`src/rtl/sseg_scan.sv`:
```
// Four-digit seven-segment scanner: prescaled digit rotation, held display data,
// leading-zero blanking and a registered end-of-frame pulse.
module sseg_scan #(
  parameter int REFRESH_DIV = 50000
) (
  input  logic        clk,
  input  logic        rst_n,
  input  logic        load,
  input  logic [15:0] value,
  input  logic [3:0]  dp_in,
  input  logic        blank_lz,
  output logic [3:0]  digit,
  output logic [3:0]  an,
  output logic        dp,
  output logic        frame
);
  localparam int CW = (REFRESH_DIV > 1) ? $clog2(REFRESH_DIV) : 1;
  localparam logic [CW-1:0] LAST = CW'(REFRESH_DIV - 1);

  logic [CW-1:0]   r_cnt;
  logic [1:0]      r_idx;
  logic [15:0]     r_val;
  logic [3:0]      r_dp;
  logic            r_blz;
  logic            r_frame;

  logic            w_tick;
  logic [3:0][3:0] w_nib;
  logic [4:0]      w_upper_zero;
  logic            w_blank;

  assign w_tick = (r_cnt == LAST);

  always_ff @(posedge clk) begin
    if (!rst_n) begin
      r_cnt   <= '0;
      r_idx   <= '0;
      r_val   <= '0;
      r_dp    <= '0;
      r_blz   <= 1'b0;
      r_frame <= 1'b0;
    end else begin
      r_cnt   <= w_tick ? '0 : r_cnt + CW'(1);
      if (w_tick) r_idx <= r_idx + 2'd1;
      r_frame <= w_tick && (r_idx == 2'd3);
      // Load only touches the held data, so scan timing is never disturbed.
      if (load) begin
        r_val <= value;
        r_dp  <= dp_in;
        r_blz <= blank_lz;
      end
    end
  end

  assign w_nib = r_val;

  // w_upper_zero[k]: every held nibble at position >= k is zero.
  assign w_upper_zero[4] = 1'b1;
  for (genvar k = 0; k < 4; k++) begin : g_zero
    assign w_upper_zero[k] = (w_nib[k] == 4'h0) && w_upper_zero[k+1];
  end

  assign w_blank = r_blz && (r_idx != 2'd0) && w_upper_zero[r_idx];

  assign digit = w_nib[r_idx];
  assign an    = w_blank ? 4'b1111 : ~(4'b0001 << r_idx);
  assign dp    = w_blank | ~r_dp[r_idx];
  assign frame = r_frame;
endmodule

```
`config.mk`:
```
export PLATFORM = sky130hd
export DESIGN_NAME = sseg_scan
export DESIGN_NICKNAME = d
export VERILOG_FILES = /design/src/rtl/sseg_scan.sv
export SDC_FILE = /design/constraint.sdc
export NUM_CORES = 1
export LEC_CHECK = 0
export ABC_AREA = 1
export CAP_MARGIN = 15
export CORE_ASPECT_RATIO = 0.9
export CORE_MARGIN = 10
export CORE_UTILIZATION = 52
export DETAILED_ROUTE_END_ITERATION = 10
export GPL_ROUTABILITY_DRIVEN = 0
export PLACE_DENSITY = 0.89
export SYNTH_ARGS = -nofsm -noshare
export SYNTH_HDL_FRONTEND = slang
export SYNTH_SLANG_ARGS = --single-unit
```
`constraint.sdc`:
```
create_clock -name clk -period 1.9 [get_ports clk]
set_input_delay 0.285 -clock clk [delete_from_list [all_inputs] [get_ports clk]]
set_output_delay 0.285 -clock clk [all_outputs]
set_load 0.03 [all_outputs]
```
---- Yosys cells after proc, flatten, opt, wreduce, memory -nomap -nowiden ----
Cells that the tools add are included.
cells by class
  $add $sub $neg .......................... 2
  magnitude comparators ................... 2
  eq/ne operators ......................... 2
  shift-type cells ........................ 1
  muxes and demuxes ....................... 7
  bitwise gates (word level) .............. 4
  reductions and logical operators ........ 12
operators by type and width
  operator                 number
  $add A16 B1 Y16 const B  1
  $eq A16 B16 Y1 const B   1
  $logic_not A4 Y1         4
  $bmux W4 S2              1
  $mux W4                  2
  $logic_and A1 B1 Y1      6
  $bmux W1 S2              2
  $lt A2 B4 Y1 const B     1
  $not A4 Y4               1
  $shl A1 B2 Y4 const A    1
  $lt A2 B3 Y1 const B     1
  $add A2 B1 Y2 const B    1
  $eq A2 B2 Y1 const B     1
  $mux W1                  2
  $not A1 Y1               2
  $reduce_bool A2 Y1       1
  $reduce_or A2 Y1         1
  $or A1 B1 Y1             1
storage, ports and cells
  register bits ........................... 40
  output and inout bits ................... 10
  word-level logic and storage cells ...... 36

---- Depth between registers and ports, before layout ----
Gate-level depths: netlist of run 1.
  depth after elaboration ................. 8
  depth in mapped cells ................... 8
  gate-level depth less buffers ........... 8

---- Worst setup path before layout of run 1 ----
Ideal clock, no wire load.
  path type ............................... flip-flop to output port
  start point ............................. reg r_idx[0]
  end point ............................... out an[1]
  arrival time ............................ 1.467 ns
  required time ........................... 1.615 ns
  path slack .............................. 0.148 ns
  cell stages (with the launch flop) ...... 9
  cells stage by stage .................... dfxtp_1 > inv_1 > clkbuf_1 > ha_1 > nor2_1 > nand4_1 > nor2_1 > nand2_1 > nand2_1
on the way
  word-level cells in the longest chain between the ends .. 4
  elaborated cells between the ends (all ways) .. 8
  classes of those cells .................. shift: 1; mux: 3; bitwise: 1; reduce/logical: 3
ends and longest elaborated chain
  element                                                               RTL line  text
  start, declared                                                       21        logic [1:0] r_idx;
  start signal, assigned                                                44        if (w_tick) r_idx <= r_idx + 2'd1;
  $bmux W1 S2 or $reduce_bool A2 Y1 (tied branches)                     63        assign w_blank = r_blz && (r_idx != 2'd0) && w_upper_zero[r_idx];
  $mux W1 (implied by the code) or $logic_and A1 B1 Y1 (tied branches)  63
  $logic_and A1 B1 Y1                                                   63
  $mux W4 (*)                                                           66        assign an = w_blank ? 4'b1111 : ~(4'b0001 << r_idx);
  end, declared                                                         13        output logic [3:0] an,
Every way passes the cells marked *; elsewhere a longest branch is shown, timed or not. The select of a mux whose other input is x is not followed.

---- Worst setup path after layout of run 1 ----
  start point ............................. reg r_idx[1]
  end point ............................... out dp
on the way
  word-level cells in the longest chain between the ends .. 4
  elaborated cells between the ends (all ways) .. 9
  classes of those cells .................. mux: 4; bitwise: 2; reduce/logical: 3
ends and longest elaborated chain
  element                                                RTL line  text
  $bmux W1 S2 (tied with other cells)                    63
  $mux W1 (implied by the code) (tied with other cells)  63
  $logic_and A1 B1 Y1 or $not A1 Y1 (tied branches)      63, 67
  $or A1 B1 Y1 (*)                                       67        assign dp = w_blank | ~r_dp[r_idx];
  end, declared                                          14        output logic dp,
Marked as above.

==> results of run 1 <==
==> final cells by class <==
cell class / instances / area (µm²) / area share
Multi-Input combinational cell: 212 / 1051 / 0.4202
Clock buffer: 6 / 72.57 / 0.02901
Clock inverter: 1 / 5.005 / 0.002001
Timing Repair Buffer: 44 / 410.4 / 0.1641
Inverter: 25 / 98.84 / 0.03952
Tap cell: 46 / 57.56 / 0.02301
Sequential cell: 40 / 805.8 / 0.3222
==> worst paths after layout <==
path                 start  endpoint  slack, ns
setup reg to reg  r_cnt[0]  r_cnt[3]       0.50
hold / removal    r_cnt[0]  r_cnt[0]       0.47
hold reg to reg   r_cnt[0]  r_cnt[0]       0.47
setup / recovery  r_idx[1]        dp      0.008
==> cells in the mapped netlist (all sizes together) <==
| cell | n |
|---|---|
| a22oi | 1 |
| clkbuf | 8 |
| xor2 | 2 |
| o22ai | 5 |
| o21ai | 34 |
| inv | 25 |
| buf | 1 |
| nand4 | 8 |
| a21oi | 11 |
| xnor2 | 2 |
| nor3 | 1 |
| nand2 | 44 |
| nor2 | 87 |
| ha | 6 |
| nand3b | 2 |
| nand3 | 9 |
| dfxtp | 40 |
==> state kept, by name, summed over array words and instances (netlist names) <==
register	cells
r_cnt	16
frame	1
r_blz	1
r_val	16
r_idx	2
r_dp	4
==> layout by cell type, fill, tap and decap left out, types with 5 or more instances in the layout <==
master and count:
nand2_2 6, nand3_1 7, nor2_1 83, clkbuf_8 5, a21oi_1 11, nand2_1 37
dfxtp_1 38, o21ai_0 34, inv_1 21, buf_4 12, o22ai_1 5, ha_1 5
clkdlybuf4s50_1 24, nand4_1 8
==> power groups by stage <==
| stage | Clock, W | Sequential, W | Combinational [W] |
|---|---|---|---|
| after CTS | 0.000533 | 0.000901 | 0.000171 |
| after global placement | 0 | 0.000921 | 0.000170 |
| after detailed placement | 0 | 0.000921 | 0.000173 |
| after global routing | 0.000566 | 0.000907 | 0.000191 |
| final | 0.000525 | 0.000903 | 0.000172 |
| after floorplan | 0 | 0.000912 | 0.0000965 |
==> layer usage <==
metal	global-route usage	up-vias
met5	0	-
met4	0.07072	0
met3	0.03818	10
met2	0.2029	47
met1	0.1696	852
li1	-	1001
==> logic make-up after synthesis <==
logic type | after synthesis
adders and majority gates | 6
xor gates and xnor gates | 4
DFF | 40
AOI/OAI and AO/OA | 51
and+or+nand+nor | 151
buffers and inverters | 34
==> timing repair <==
action	CTS	global route
resized for setup	12	12
setup endpoints to repair	8	4
setup buffers	0	5
pin swaps	0	6
==> through the flow <==
stage	power, W	hold slack, ns	worst slack [ns]	util	TNS (ns)
after floorplan	0.001008	0.4199	0.1483	-	0
after global routing	0.001663	0.4959	-0.08378	0.6799	-0.2853
after global placement	0.001091	0.4408	0.1725	0.6344	0
final	0.001600	0.4696	0.007980	0.6799	0
after detailed placement	0.001094	0.4590	0.1297	0.6344	0
after CTS	0.001606	0.4738	-0.02532	0.6599	-0.08300
==> critical path, delay by kind of cell, from the launching register on <==
kind | cells | cell delay [ns]
fa+ha+maj | 1 | 0.15
flops | 1 | 0.40
simple gates | 5 | 0.57
buf+inv | 2 | 0.19
==> out/results.tsv, run 1 <==
stage	metric	value	unit
pwr	Pleak	0.9877	nW
timing	clock skew	0.01312	ns
logic_synthesis	Seq cells post-synth	40	
cells_and_area	fin nets	358	
pwr	maximum vdd drop	0.0005329	V
worst_hold_path	hold depth	1	
route	met2 WL	2.092	mm
pwr	clock share of power	0.328	
pwr	Sw Share	0.2447	
timing	RSZ-0062 raised after global routing	true	
critical_path	critical path fanouts, max	8	
die	starting density of the core	0.5313	
route	Vias per Instance	5.107	
logic_synthesis	Adder-Cell Fraction of Synth Area	0.03841	
logic_synthesis	synthesized instance count	286	
cells_and_area	fill count	299	
placed_design	number of buffers added on ports	33	
clock_tree	CTS sink count	40	
die	Core Rows	21	
cells_and_area	share of post-route cells with drive strength above 1	0.1280	
grt	vias in the first global route	1710	
logic_synthesis	syn_area_per_cell	6.833	µm²
critical_path	Crit path largest cell delay	0.40	ns
pwr	Comb power frac	0.107	
route	drt wl/cell	12.49	µm
critical_path	Setup crit end kind	output pin	
timing	# setup viols final	0	
clock_tree	CTS tree	done	
logic_synthesis	compound-cell area share of the yosys netlist	0.1351	
clock_tree	CTS hold repair buffers	0	
cells_and_area	antenna cells	0	
pwr	NetSw	0.0003916	W
logic_synthesis	post-synthesis simple-gate area fraction	0.3297	
cells_and_area	non-filler cells, final	374	
critical_path	CP most frequent cell	nand2_2	
clock_tree	H-tree Lvls	2	
logic_synthesis	Post-Synth XOR/XNOR Area	0.01793	
timing	Hold Fails Final Rpt	0	
critical_path	Crit path required time	1.62	ns
pwr	internal cell power	0.001209	W
grt	initial antenna violation count	0	
critical_path	Worst Reg2Reg Path Length in Cells	6	
cells_and_area	synth-to-layout area growth	27.98	%
run	max_cap viols	0	
placed_design	placed insts	362	
pwr	sequential share of power	0.565	
die	die height	78.16	µm
logic_synthesis	most area-consuming cells after synthesis	dfxtp_1 (41%), nor2_1 (16%), o21ai_0 (8.7%)	
die	full die area	0.006614	mm²
route	Residual DRC	0	
grt	largest net degree at the start of global routing	26	
clock_tree	clock root buffer master	clkbuf_8	
critical_path	arrival time worst endpoint	1.61	ns
clock_tree	Worst-Skew Late Latency	0.30	ns
placed_design	HPWL Detailed	3.325	mm
clock_tree	Worst-path clk slew	0.07	ns
run_status	status	finished, final reports clean	
logic_synthesis	Distinct cells, synth	23	
route	DR top layer	met4	
grt	overall routing resource usage	0.1343	
logic_synthesis	mux contribution to synthesized area	0	
timing	Final Cycle Share	0.9958	
die	die width	84.62	µm
clock_tree	worst-case clock buffer depth	2	
critical_path	crit start category	flip-flop	
clock_tree	total CTS buffers	5	
timing	relative max-transition margin	0.5779	
logic_synthesis	post-synthesis net count	316	
logic_synthesis	main combinational cell family by area after synthesis	simple AND/OR/NAND/NOR gates	
critical_path	slowest CP cell	dfxtp_4	
logic_synthesis	register area share after synthesis	0.4097	
route	DRT Pass-1 Iters	4	
logic_synthesis	leading area contributor after synthesis	dfxtp_1	
route	Iteration-0 DRC Markers	141	
route	M1 WL	2.241	mm
pwr	pwr dens	639.8	mW/mm²
worst_hold_path	min-delay worst type	reg2reg	
critical_path	path type of the worst setup path	reg2out	
timing	max-slew violation count	0	
logic_synthesis	area share of the largest cell type after synthesis	0.4097	
route	met3 wire len	240	µm
cells_and_area	Design Area, Final	0.002501	mm²
route	routed vias	1910	
route	WL final	4.670	mm
logic_synthesis	Synth warnings	0	
timing	crit path time final	1.892	ns
critical_path	crit-path cells	inv_4 -> ha_4 -> nor2_4 -> nand4_1 -> nor2_1 -> nand2_2 -> nand2_2 -> buf_6	
die	Core Area	0.003679	mm²
route	post-route ant nets	0	
die	Top Ports	34	
grt	first-pass GRT wire length	7.534	mm
placed_design	cell area after placement	0.002333	mm²
timing	Max Freq	528.5	MHz
timing	Worst-Margin Slew	0.6325	ns
logic_synthesis	synthesized cell area	0.001954	mm²
grt	global route overflow	0	
Power figures use the tool's default switching activity.
==> inputs of run 2 (changes only) <==
- clock period: 1.9 -> 2 ns (I/O delays scaled with it)
==> run 2 against run 1 <==
  * Via count up 0.79%
  * Largest power group unchanged
  * Largest cell class unchanged
  * Highest routed layer unchanged
  * Utilization down 0.44 points
  * Sequential power down 5.1%
  * Routed wire length up 1.8%
==> out/results.tsv, run 2 (same netlist as run 1, synthesis figures left out) <==
stage	metric	value	unit	change
clock_tree	CTS sink count	40		unchanged
cells_and_area	fill count	314		+5.0%
placed_design	Post-Place Worst Slack	0.09333	ns	-0.03634 ns
grt	vias in the first global route	1832		+7.1%
worst_hold_path	WHS Endpoint	r_cnt[0]		
run	max_cap viols	0		unchanged
pwr	maximum vdd drop	0.0004047	V	-24%
cells_and_area	biggest registers after layout	r_cnt x16, r_val x16, r_dp x4		
critical_path	critical path fanouts, max	12		+4
clock_tree	CTS tree	done		
placed_design	number of buffers added on ports	33		unchanged
clock_tree	Worst-path clk slew	0.07	ns	about the same
pwr	pwr dens	717.4	mW/mm²	+12%
cells_and_area	share of post-route cells with drive strength above 1	0.09907		-0.02898
die	Top Ports	34		unchanged
cells_and_area	fin nets	353		-1.4%
cells_and_area	synth-to-layout area growth	27.14	%	
placed_design	cell area after placement	0.002326	mm²	-0.32%
timing	RSZ-0062 raised after global routing	false		
timing	PnR worst setup slack	0.1254	ns	+0.1174 ns
critical_path	FF-to-FF End	r_cnt[5]		
grt	largest net degree at the start of global routing	26		unchanged
timing	Worst-Margin Slew	0.3974	ns	-0.2351 ns
route	DRT Pass-1 Iters	4		unchanged
timing	relative max-transition margin	0.7348		+0.1569
grt	overall routing resource usage	0.1376		+0.003251
timing	Max Freq	533.4	MHz	
pwr	Pleak	0.9871	nW	about the same
timing	max-slew violation count	0		unchanged
route	post-route ant nets	0		unchanged
die	Core Area	0.003679	mm²	unchanged
clock_tree	H-tree Lvls	2		unchanged
die	Core Rows	21		unchanged
timing	Final Cycle Share	0.9373		
critical_path	Setup crit end kind	output pin		
critical_path	Worst Reg2Reg Path Length in Cells	6		unchanged
worst_hold_path	Hold Path Origin	r_cnt[0]		
critical_path	Crit path required time	1.70	ns	+0.08 ns
timing	# setup viols final	0		unchanged
timing	Hold Fails Final Rpt	0		unchanged
route	Vias per Instance	5.217		+2.2%
clock_tree	total CTS buffers	5		unchanged
grt	first-pass GRT wire length	7.824	mm	+3.8%
die	die width	84.62	µm	unchanged
cells_and_area	Design Area, Final	0.002485	mm²	-0.65%
clock_tree	CTS hold repair buffers	0		unchanged
cells_and_area	fin util	0.6755		-0.004422
run_status	status	finished, final reports clean		
die	die height	78.16	µm	unchanged
critical_path	arrival time worst endpoint	1.57	ns	-0.04 ns
route	routed vias	1925		+0.79%
critical_path	RR Startpoint	r_cnt[0]		
cells_and_area	antenna cells	0		unchanged
worst_hold_path	hold depth	1		unchanged
clock_tree	worst-case clock buffer depth	2		unchanged
clock_tree	clock root buffer master	clkbuf_8		
timing	final hold slack	0.4729	ns	+0.003301 ns
route	WL final	4.755	mm	+1.8%
worst_hold_path	min-delay worst type	reg2reg		
placed_design	HPWL Detailed	3.374	mm	+1.5%
grt	global route overflow	0		unchanged
critical_path	path type of the worst setup path	reg2out		
clock_tree	Worst-Skew Late Latency	0.29	ns	about the same
route	Iteration-0 DRC Markers	139		-1.4%
timing	crit path time final	1.875	ns	
route	Residual DRC	0		unchanged
route	drt wl/cell	12.89	µm	+3.2%
timing	Final TNS setup	0	ns	unchanged
cells_and_area	commonest non-fill, non-tap cell in the layout	nor2_1		
cells_and_area	commonest non-fill, non-tap cells in the layout	nor2_1 (84), nand2_1 (41), dfxtp_1 (38)		
die	starting density of the core	0.5313		unchanged
grt	initial antenna violation count	0		unchanged
critical_path	crit start category	flip-flop		
die	full die area	0.006614	mm²	unchanged
timing	clock skew	0.01046	ns	-0.002659 ns
critical_path	setup slack, reg-to-reg	0.55	ns	+0.05 ns
[run 2: changes by cell type in the layout (fill, tap and decap cells not counted), moves of 2 or more]
cell	delta
nand2_2	-4
nand2_1	+4
buf_4	-5
bufinv_16	+2
[run 2: per-layer routing]
metal	part of all wire	vias up	track usage
met2	0.46	48	0.2315
met4	0.026	0	0.05428
met1	0.46	869	0.1656
met3	0.054	13	0.03199
li1	-	995	-
met5	0	-	0
[run 2: area by class of cell]
| class | count | area [µm²] | share of cell area |
|---|---|---|---|
| inverters | 25 | 96.34 | 0.03877 |
| clock buffers | 5 | 68.82 | 0.02769 |
| multi-input cells | 212 | 1021 | 0.4109 |
| flip-flops and latches | 40 | 808.3 | 0.3253 |
| clock inverters | 2 | 60.06 | 0.02417 |
| well taps | 46 | 57.56 | 0.02316 |
| repair buffers | 39 | 372.9 | 0.1501 |
[run 2: how the worst max path moves through the flow]
stage / startpoint / to / slack [ns]
after floorplan: r_idx[0] / an[1] / 0.23
after global placement: r_idx[1] / digit[3] / 0.16
after detailed placement: r_idx[1] / digit[2] / 0.09
after CTS: r_idx[0] / an[3] / 0.04
after global routing: r_idx[0] / an[3] / 0.009
final: r_idx[0] / digit[2] / 0.13
[run 2: power breakdown]
| part | total (W) | leakage, nW | internal, W | switching, W |
|---|---|---|---|---|
| registers | 0.000857 | 0.330 | 0.000828 | 0.0000286 |
| clock network | 0.000762 | 0.0642 | 0.000491 | 0.000271 |
| logic | 0.000164 | 0.593 | 0.0000831 | 0.0000811 |
[run 2: worst max-delay path, cell delays in order, from the launching register on]
cell           delay (ns)
dfxtp_4              0.38
buf_4                0.18
o21ai_0              0.11
o22ai_1              0.18
dlygate4sd2_1        0.43
[run 2: per-stage QoR]
step	power, W	instances
after detailed placement	0.001042	361
after floorplan	0.0009577	286
after global routing	0.001833	369
after global placement	0.001038	361
final	0.001783	369
after CTS	0.001792	368
[run 2: what timing repair did]
item,4_1_cts,5_1_grt
pin swaps,0,1
setup buffers,0,1
setup endpoints to repair,8,4
resized for setup,7,9
